File: src/rtl/serial_pkg.sv
// Shared types and helpers for the serial shift-chain blocks.
// Used by the transmitter and by the receiver benches.
package serial_pkg;

  typedef enum logic {
    IDLE  = 1'b0,
    SHIFT = 1'b1
  } state_t;

  localparam int DEFAULT_WIDTH = 8;

  function automatic int clog2(input int v);
    int r;
    r = 0;
    for (int i = 0; i < 32; i++) begin
      if ((1 << i) < v) r = i + 1;
    end
    return r;
  endfunction

endpackage

File: src/rtl/piso_serializer.sv
// Parallel-in serial-out transmitter with a one-word hold buffer.
// Gapless back-to-back words; first/last markers on every word.
module piso_serializer
  import serial_pkg::*;
#(
  parameter int WIDTH     = DEFAULT_WIDTH,
  parameter bit MSB_FIRST = 1'b1
) (
  input  logic             clk,
  input  logic             rst,
  input  logic [WIDTH-1:0] in_data,
  input  logic             in_valid,
  output logic             in_ready,
  output logic             ser_out,
  output logic             ser_valid,
  output logic             ser_first,
  output logic             ser_last,
  output logic             busy
);

  localparam int CW = clog2(WIDTH);
  localparam logic [CW-1:0] LAST = CW'(WIDTH - 1);

  state_t           state, state_n;
  logic [WIDTH-1:0] sreg, sreg_n;
  logic [WIDTH-1:0] hold, hold_n;
  logic             hold_full, hold_full_n;
  logic [CW-1:0]    cnt, cnt_n;
  logic [WIDTH-1:0] shifted;
  logic             acc;

  logic out_n, valid_n, first_n, last_n, busy_n;

  // Ready comes straight from the hold flag, never from in_valid.
  assign in_ready = ~hold_full;
  assign acc      = in_valid & ~hold_full;

  assign shifted = MSB_FIRST ? {sreg[WIDTH-2:0], 1'b0}
                             : {1'b0, sreg[WIDTH-1:1]};

  always_ff @(posedge clk) begin
    if (rst) begin
      state     <= IDLE;
      sreg      <= '0;
      hold      <= '0;
      hold_full <= 1'b0;
      cnt       <= '0;
      ser_out   <= 1'b0;
      ser_valid <= 1'b0;
      ser_first <= 1'b0;
      ser_last  <= 1'b0;
      busy      <= 1'b0;
    end else begin
      state     <= state_n;
      sreg      <= sreg_n;
      hold      <= hold_n;
      hold_full <= hold_full_n;
      cnt       <= cnt_n;
      ser_out   <= out_n;
      ser_valid <= valid_n;
      ser_first <= first_n;
      ser_last  <= last_n;
      busy      <= busy_n;
    end
  end

  always_comb begin
    state_n     = state;
    sreg_n      = sreg;
    hold_n      = hold;
    hold_full_n = hold_full;
    cnt_n       = cnt;
    unique case (state)
      IDLE: begin
        if (acc) begin
          sreg_n  = in_data;
          cnt_n   = '0;
          state_n = SHIFT;
        end
      end
      SHIFT: begin
        if (cnt == LAST) begin
          cnt_n = '0;
          if (hold_full) begin
            sreg_n      = hold;
            hold_full_n = 1'b0;
          end else if (acc) begin
            sreg_n = in_data;
          end else begin
            state_n = IDLE;
          end
        end else begin
          sreg_n = shifted;
          cnt_n  = cnt + 1'b1;
          if (acc) begin
            hold_n      = in_data;
            hold_full_n = 1'b1;
          end
        end
      end
      default: state_n = IDLE;
    endcase
  end

  // Outputs are computed from next-state values and then registered.
  always_comb begin
    valid_n = (state_n == SHIFT);
    out_n   = valid_n &
              (MSB_FIRST ? sreg_n[WIDTH-1] : sreg_n[0]);
    first_n = valid_n && (cnt_n == '0);
    last_n  = valid_n && (cnt_n == LAST);
    busy_n  = valid_n | hold_full_n;
  end

endmodule

File: config.mk
export PLATFORM = sky130hd
export DESIGN_NAME = piso_serializer
export DESIGN_NICKNAME = d
export VERILOG_FILES = /design/src/rtl/serial_pkg.sv /design/src/rtl/piso_serializer.sv
export SDC_FILE = /design/constraint.sdc
export NUM_CORES = 1
export LEC_CHECK = 0
export ABC_AREA = 1
export CORE_MARGIN = 1.5
export CORE_UTILIZATION = 44
export DETAILED_ROUTE_END_ITERATION = 10
export GPL_TIMING_DRIVEN = 0
export PLACE_DENSITY = 0.72
export SLEW_MARGIN = 40
export SYNTH_ARGS = -nofsm -noshare
export SYNTH_HDL_FRONTEND = slang
export SYNTH_SLANG_ARGS = --single-unit
File: constraint.sdc
create_clock -name clk -period 1.74 [get_ports clk]
set_input_delay 0.348 -clock clk [delete_from_list [all_inputs] [get_ports clk]]
set_output_delay 0.348 -clock clk [all_outputs]
set_load 0.005 [all_outputs]
==> flow_summary.toml, run 1 <==
[pwr]
intPower_w = 0.00186
sw_frac_of_total = 0.278
max-vdd-ir-drop_uv = 354
powerDensity_nw_per_um2 = 555
combPwrFrac = 0.133
power_frac_seq = 0.498
p_leak_nw = 1.95
p_clk_frac = 0.369
netSwitchingPower_w = 0.000714

[detailed_routing]
drc = 0
vias = 4276
drt_pre_antenna_iters = 7
antenna_left = 0
route.detailed.wl_per_inst_um = 15.1
drt_iter0_drc = 376
vias_per_cell = 5.57
wl_um = 11600

[clocking]
cts_buffers = 5
insertion_delay_ns = 0.33
holdBufCountCts = 0
root_buffer = "clkbuf_8"
cts_tree = "built"
clock_path_buffers = 2
htreeDepth = 2
path_clk_slew_ns = 0.11
clock-sinks = 54

[critical_path]
worstReg2RegEnd = "ser_last"
crit_type = "flop to flop"
cp-start-kind = "flop"
startpoint = "cnt[0]"
arrival_ns = 2.17
r2r-start = "cnt[0]"
crit_path_end = "ser_last"
cp_data_required_time_ns = 2.01
rrSetupSlack_ns = -0.16
r2r_cells = 12
critPathMaxFanout = 4
worstSetupEndpointType = "flop"

[yosys]
synth_compound_area_frac = 0.132
yosys.area.top_type = "dfxtp_1"
ys_ff_latch = 54
synth_mux_area_frac = 0
synthAdderAreaFrac = 0.00358
synthesis.area_um2 = 3490
synth_top_area_share = 0.310
syn_nets = 618
synth-xor-area-share = 0.00251
synthSimpleGateAreaFrac = 0.478
yosys_warnings = 0
synth_area_per_cell_um2 = 5.76
seq_area_frac_synth = 0.310
synth_top_family_by_area = "simple AND/OR/NAND/NOR gates"
synth_cell_types = 29
synthTopCellsByArea = "dfxtp_1 (31%), nand2_1 (23%), nor2_1 (11%)"
synth_cells = 606

[timing]
hold_violations = 0
tightest_slew_ns = 0.595
slew-limit-headroom = 0.603
fin_ws_ns = -0.160
fmax_mhz = 526
finClkSkew_ns = 0.0117
setup-violations-final = 9
drv_slew = 0
rsz0062_at_grt = "true"
fin_crit_sh = 1.09
layout_min_cycle_time_ns = 1.90

[status]
violations = "negative setup slack"
status = "complete, but fails checks"

[place]
hpwl_um = 8050
io_buffers = 15
place_ws_ns = -0.581
placed_area_um2 = 3770
gp_congestion = 0.973

[global_route]
gr-max-usage-layer = "met2"
grt_util_met2 = 0.481
grt_pass1_wl_um = 18700
antenna_found_initial = 0
use_met3 = 0.0431
grt_overflow = 0
grt_max_degree = 18
use_met1 = 0.331
grt_pass1_vias = 4009
track_usage = 0.276

[floorplanning]
rows = 32
start_util = 0.454
die_x_um = 92.1
dieHeight_um = 92.1
io_pins = 17
core_um2 = 7690
die_area_um2 = 8480

[finish]
antenna_cells = 0
nets = 677
area_growth_syn_to_layout_pct = 32.5
drive_above_1_share = 0.234
design_area_um2 = 4630

[worst_hold_path]
hold_class = "flop to flop"

[job]
maxCapViolations = 0
[cell type report]
type	count	area [um^2]
multi-input combinational	485	2440
sequential	54	1150
clock inverter	2	38.8
buffer	17	108
inverter	50	195
timing repair buffer	52	483
tap	102	128
clock buffer	6	82.6
fill	717	3060
[placed cells by master, fill, tap and decap left out, types with 7 or more instances in the layout]
cell type,netlist,routed
nand2_1,218,195
nor2_1,99,81
nand3_1,61,52
inv_1,46,44
a21oi_1,48,44
buf_4,1,31
dfxtp_1,54,27
nand2_2,4,24
nor2_4,4,16
dfxtp_4,0,15
clkdlybuf4s50_1,0,14
dfxtp_2,0,12
nor2_2,4,10
o211ai_1,10,10
nand4_1,9,9
o21bai_1,8,8
clkbuf_8,0,7
buf_6,0,7
[power groups by stage]
stage                     sequential, W  combinational (W)  clock, W
after floorplan                 0.00132           0.000171         0
after global placement          0.00132           0.000274         0
after detailed placement        0.00132           0.000278         0
after CTS                       0.00128           0.000312  0.000953
after global routing            0.00128           0.000369  0.000995
final                           0.00128           0.000342  0.000949
[registers in the layout (all words and copies together) (netlist names)]
register and cells:
cnt 32, hold 8, sreg 8, busy 1, hold_full 1, ser_first 1, ser_last 1, ser_out 1
state 1
[worst min-delay path by stage]
stage | startpoint | to | slack [ns] | cells past startpoint
after floorplan | hold[1] | hold[1] | 0.43 | 2
after global placement | hold[1] | hold[1] | 0.44 | 2
after detailed placement | hold[2] | hold[2] | 0.45 | 2
after CTS | rst | cnt[15] | 0.46 | 2
after global routing | hold[1] | hold[1] | 0.47 | 2
final | hold[1] | hold[1] | 0.46 | 2
[synth_stat cells]
cell	count
nand2_1	218
nor2_1	99
nand3_1	61
dfxtp_1	54
a21oi_1	48
inv_1	46
o211ai_1	10
nand4_1	9
o21ai_0	9
o21bai_1	8
clkbuf_1	7
buf_1	5
buf_2	4
nand2_2	4
nor2_2	4
nor2_4	4
clkinv_1	3
a211oi_1	2
a31oi_1	1
buf_4	1
ha_1	1
inv_2	1
nor3_1	1
nor3_2	1
o21ai_1	1
o221ai_1	1
o22ai_1	1
or2_2	1
xor2_1	1
[routing by layer]
layer,up-vias,share of wire
met5,-,0
met4,0,0.039
met3,39,0.065
met2,189,0.49
met1,1964,0.41
li1,2084,-
[metrics by stage]
step	std cells	util	total power (W)	hold slack (ns)	setup TNS, ns
final	768	0.602	0.00257	0.461	-0.543
after detailed placement	723	0.490	0.00160	0.446	-9.70
after global placement	723	0.490	0.00160	0.442	-9.26
after CTS	755	0.569	0.00254	0.457	-0.178
after global routing	768	0.602	0.00265	0.471	-1.81
after floorplan	606	-	0.00149	0.430	0
[critical path, cell delays in order (launching register included)]
cell	delay, ns
dfxtp_4	0.40
ha_4	0.17
buf_12	0.11
nand3_4	0.09
nor2_4	0.14
nand4_1	0.09
nand3_1	0.11
nand2_1	0.07
nor2_1	0.13
nand2_1	0.11
nor3_4	0.24
nand2_1	0.09
nor2_1	0.08
[logic make-up (layout without fill, tap and decap cells)]
kind of cell             count (synthesis)  in the layout
adder cells (fa/ha/maj)                  1              1
AND/OR/NAND/NOR                        402            402
XOR/XNOR                                 1              1
AO/OA/AOI/OAI                           81             81
buffers and inverters                   67            127
flip-flops                              54             54
[repair_timing]
item                       CTS  global route
setup endpoints to repair   30            21
gates resized for setup    104            47
pin swaps                   33            20
setup buffers               24            12
cloned                       0             1
(Power assumes the default switching activity.)
==> inputs of run 2 (changes only) <==
Settings changed: CORE_MARGIN 1.5 to 2.
==> flow_summary.toml, run 2 (synthesized netlist as in run 1, its figures left out) <==
[timing]
layout_min_cycle_time_ns = 1.86
hold_slack_ns = 0.465
finClkSkew_ns = 0.0127
hold_violations = 0
rsz0062_at_grt = "true"
fin_crit_sh = 1.07
fin_ws_ns = -0.120
slew-limit-headroom = 0.595
tightest_slew_ns = 0.607
setup-violations-final = 13
fmax_mhz = 538
setup_tns_ns = -0.577
drv_slew = 0

[global_route]
grt_pass1_vias = 3938
antenna_found_initial = 0
grt_util_met2 = 0.475
use_met3 = 0.0387
track_usage = 0.269
grt_overflow = 0
grt_pass1_wl_um = 18400
use_met1 = 0.324
gr-max-usage-layer = "met2"
grt_max_degree = 18

[floorplanning]
rows = 32
dieHeight_um = 93.1
die_area_um2 = 8660
io_pins = 17
start_util = 0.452
die_x_um = 93.1
core_um2 = 7730

[critical_path]
crit_path_end = "ser_last"
worstReg2RegEnd = "ser_last"
worstSetupEndpointType = "flop"
arrival_ns = 2.13
startpoint = "cnt[0]"
rrSetupSlack_ns = -0.12
crit_type = "flop to flop"
r2r-start = "cnt[0]"
cp-start-kind = "flop"
cp_data_required_time_ns = 2.01
r2r_cells = 14
critPathMaxFanout = 5

[worst_hold_path]
hold_start = "hold[5]"
hold_class = "flop to flop"

[finish]
drive_above_1_share = 0.212
final-seq-area_um2 = 1150
antenna_cells = 0
reg_top3 = "cnt x32, hold x8, sreg x8"
n_fill_cell = 733
area_growth_syn_to_layout_pct = 27.1
nets = 663
mostFrequentLayoutCells = "nand2_1 (198), nor2_1 (80), nand3_1 (52)"
mostFrequentLayoutCell = "nand2_1"
multiInputGateArea_um2 = 2420
largest_reg_flops = 32
top_register = "cnt"

[place]
io_buffers = 15
place_ws_ns = -0.553
gp_congestion = 0.932
hpwl_um = 8100

[detailed_routing]
wl_um = 11300
vias = 4128
drt_pre_antenna_iters = 5
drc = 0
vias_per_cell = 5.47
route.detailed.wl_per_inst_um = 14.9
drt_iter0_drc = 315
antenna_left = 0

[pwr]
powerDensity_nw_per_um2 = 542
p_leak_nw = 1.84
max-vdd-ir-drop_uv = 469

[clocking]
cts_buffers = 5
path_clk_slew_ns = 0.11
cts_tree = "built"
clock_path_buffers = 2
insertion_delay_ns = 0.32
root_buffer = "clkbuf_8"
htreeDepth = 2
clock-sinks = 54

[status]
status = "complete, but fails checks"
violations = "negative setup slack"

[job]
maxCapViolations = 0
==> run 2: through the flow <==
stage	utilization	instances	power [W]	cell area (um^2)
floorplan	-	606	0.00149	3490
global placement	0.488	723	0.00160	3770
detailed placement	0.488	723	0.00160	3770
CTS	0.557	748	0.00240	4300
global route	0.574	754	0.00249	4440
finish	0.574	754	0.00241	4440
==> run 2: repair_timing <==
item / CTS / global route
resized for setup: 102 / 38
endpoints found under the setup margin: 27 / 20
gates cloned: 1 / 1
buffers inserted: 16 / 5
pin swaps: 27 / 16
hold buffers: 0 / 0
endpoints found under the hold margin: 0 / 0
==> run 2: metal layers <==
metal | wire length, um | share of wire
met3 | 560 | 0.050
met2 | 5610 | 0.50
met5 | 0 | 0
met1 | 4730 | 0.42
met4 | 360 | 0.032
==> run 2: cell type report <==
type,instances,share of cell area
clock inverters,2,0.00366
plain buffers,17,0.0251
clock buffers,6,0.0186
well taps,102,0.0287
flip-flops and latches,54,0.259
repair buffers,38,0.0758
inverters,50,0.0431
multi-input cells,485,0.546
==> run 2: worst min-delay path by stage <==
stage	end	slack, ns	cells after the start
5_1_grt	hold[6]	0.49	2
3_3_place_gp	hold[3]	0.44	2
4_1_cts	hold[2]	0.47	2
6_report	hold[5]	0.46	2
2_1_floorplan	hold[1]	0.43	2
3_5_place_dp	hold[2]	0.45	2
==> run 2: critical path, cell delays in order, from the launching register on <==
cell      delay (ns)
dfxtp_4         0.40
ha_4            0.18
nand2_4         0.07
nor2_4          0.16
buf_6           0.15
nand3_4         0.09
clkinv_1        0.07
nand3_1         0.07
nand3_1         0.09
nand2_1         0.06
nor2_1          0.09
nand2_1         0.08
nor2_1          0.12
nand2_2         0.07
nor2_1          0.10
==> run 2: power by group <==
part / internal, W / switching, W / total, W / leakage, nW
sequential: 0.00125 / 0.0000281 / 0.00128 / 0.456
combinational: 0.000126 / 0.000207 / 0.000333 / 1.34
clock: 0.000329 / 0.000466 / 0.000795 / 0.0478
==> inputs of run 3 (changes only) <==
Settings changed: CORE_UTILIZATION 44 to 60, PLACE_DENSITY 0.72 to 0.87.
Clock period 1.74 ns to 2.3 ns, I/O delays scaled along.
==> flow_summary.toml, run 3 (synthesized netlist as in run 1, its figures left out) <==
[timing]
fmax_mhz = 471
finClkSkew_ns = 0.0137
rsz0062_at_grt = "false"
drv_slew = 0
fin_crit_sh = 0.923
hold_violations = 0
setup-violations-final = 0
tightest_slew_ns = 0.563
layout_min_cycle_time_ns = 2.12
slew-limit-headroom = 0.625
hold_slack_ns = 0.459

[pwr]
powerDensity_nw_per_um2 = 466
p_leak_nw = 1.62
power_w = 0.00179
max-vdd-ir-drop_uv = 395

[floorplanning]
core_um2 = 5570
rows = 27
dieHeight_um = 80.3
die_x_um = 80.3
io_pins = 17
die_area_um2 = 6450
start_util = 0.626

[job]
maxCapViolations = 0

[detailed_routing]
vias = 4087
antenna_left = 0
drc = 0
route.detailed.wl_per_inst_um = 14.4
vias_per_cell = 5.83
drt_iter0_drc = 517
wl_um = 10100
drt_pre_antenna_iters = 6

[finish]
mostFrequentLayoutCell = "nand2_1"
top_register = "cnt"
nets = 640
reg_top3 = "cnt x32, hold x8, sreg x8"
largest_reg_flops = 32
drive_above_1_share = 0.0556
antenna_cells = 0
area_growth_syn_to_layout_pct = 10.2
mostFrequentLayoutCells = "nand2_1 (218), nor2_1 (97), nand3_1 (61)"

[global_route]
track_usage = 0.328
grt_pass1_vias = 3697
grt_overflow = 0
grt_max_degree = 20
antenna_found_initial = 0
grt_pass1_wl_um = 16500

[clocking]
path_clk_slew_ns = 0.11
clock-sinks = 54
root_buffer = "clkbuf_8"
post-cts-setup-buffers = 0
insertion_delay_ns = 0.33
cts-resized-gates = 0
holdBufCountCts = 0
htreeDepth = 2
cts_tree = "built"
cts_buffers = 5
clock_path_buffers = 2

[status]
status = "finished, final reports clean"

[critical_path]
crit_type = "flop to flop"
critPathMaxFanout = 6
arrival_ns = 2.39
cp_data_required_time_ns = 2.56
cp-start-kind = "flop"
worstSetupEndpointType = "flop"

[worst_hold_path]
hold_class = "flop to flop"

[place]
hpwl_um = 7570
gp_congestion = 0.989
io_buffers = 15
[run 3: cell types whose count changed in the layout (fill, tap and decap cells not counted), sizes merged]
cell      before  now
buf           34   10
clkinv         3    4
clkinvlp       1    0
inv           48   49
[run 3: area by class of cell]
| class | count | area [um^2] |
|---|---|---|
| well taps | 72 | 90.1 |
| plain buffers | 17 | 73.8 |
| clock buffers | 5 | 68.8 |
| fillers | 522 | 1730 |
| multi-input cells | 485 | 2160 |
| repair buffers | 15 | 150 |
| flip-flops and latches | 54 | 1080 |
| inverters | 50 | 188 |
| clock inverters | 3 | 28.8 |
[run 3: through the flow]
step / TNS, ns / area (um^2) / setup slack, ns / std cells / util
global placement: -0.140 / 3730 / -0.0709 / 693 / 0.670
detailed placement: -0.185 / 3730 / -0.0955 / 693 / 0.670
CTS: 0 / 3830 / 0.0319 / 701 / 0.687
finish: 0 / 3850 / 0.178 / 701 / 0.690
floorplan: 0 / 3490 / 0.603 / 606 / -
global route: 0 / 3850 / 0.0244 / 701 / 0.690
[run 3: path summary, 6_finish.rpt]
kind                 from   endpoint  slack [ns]  depth (start not counted)
setup reg to reg   cnt[5]  ser_first        0.18                         12
setup / recovery   cnt[5]  ser_first        0.18                         12
hold / removal    hold[5]    hold[5]        0.46                          2
hold reg to reg   hold[5]    hold[5]        0.46                          2
[run 3: layer usage]
metal  track usage  share of wire
met5             0              0
met1         0.407           0.41
met2         0.570           0.48
met4         0.129          0.030
met3        0.0494          0.081
[run 3: where the power goes]
part	switching, W	leakage (nW)	total [W]	internal (W)
combinational	0.000141	1.13	0.000213	0.0000726
sequential	0.0000174	0.440	0.000981	0.000964
clock	0.000370	0.0506	0.000599	0.000229
total	0.000528	1.62	0.00179	0.00127
[run 3: worst max-delay path, stage by stage, from the launching register on]
cell     delay [ns]
dfxtp_1        0.45
nand2_1        0.22
nor2_2         0.24
nand2_1        0.14
nor2_2         0.23
nand2_1        0.08
nand3_1        0.09
nand2_1        0.07
nor2_1         0.10
nand2_1        0.10
nor3_4         0.19
nand2_1        0.08
nor2_1         0.10
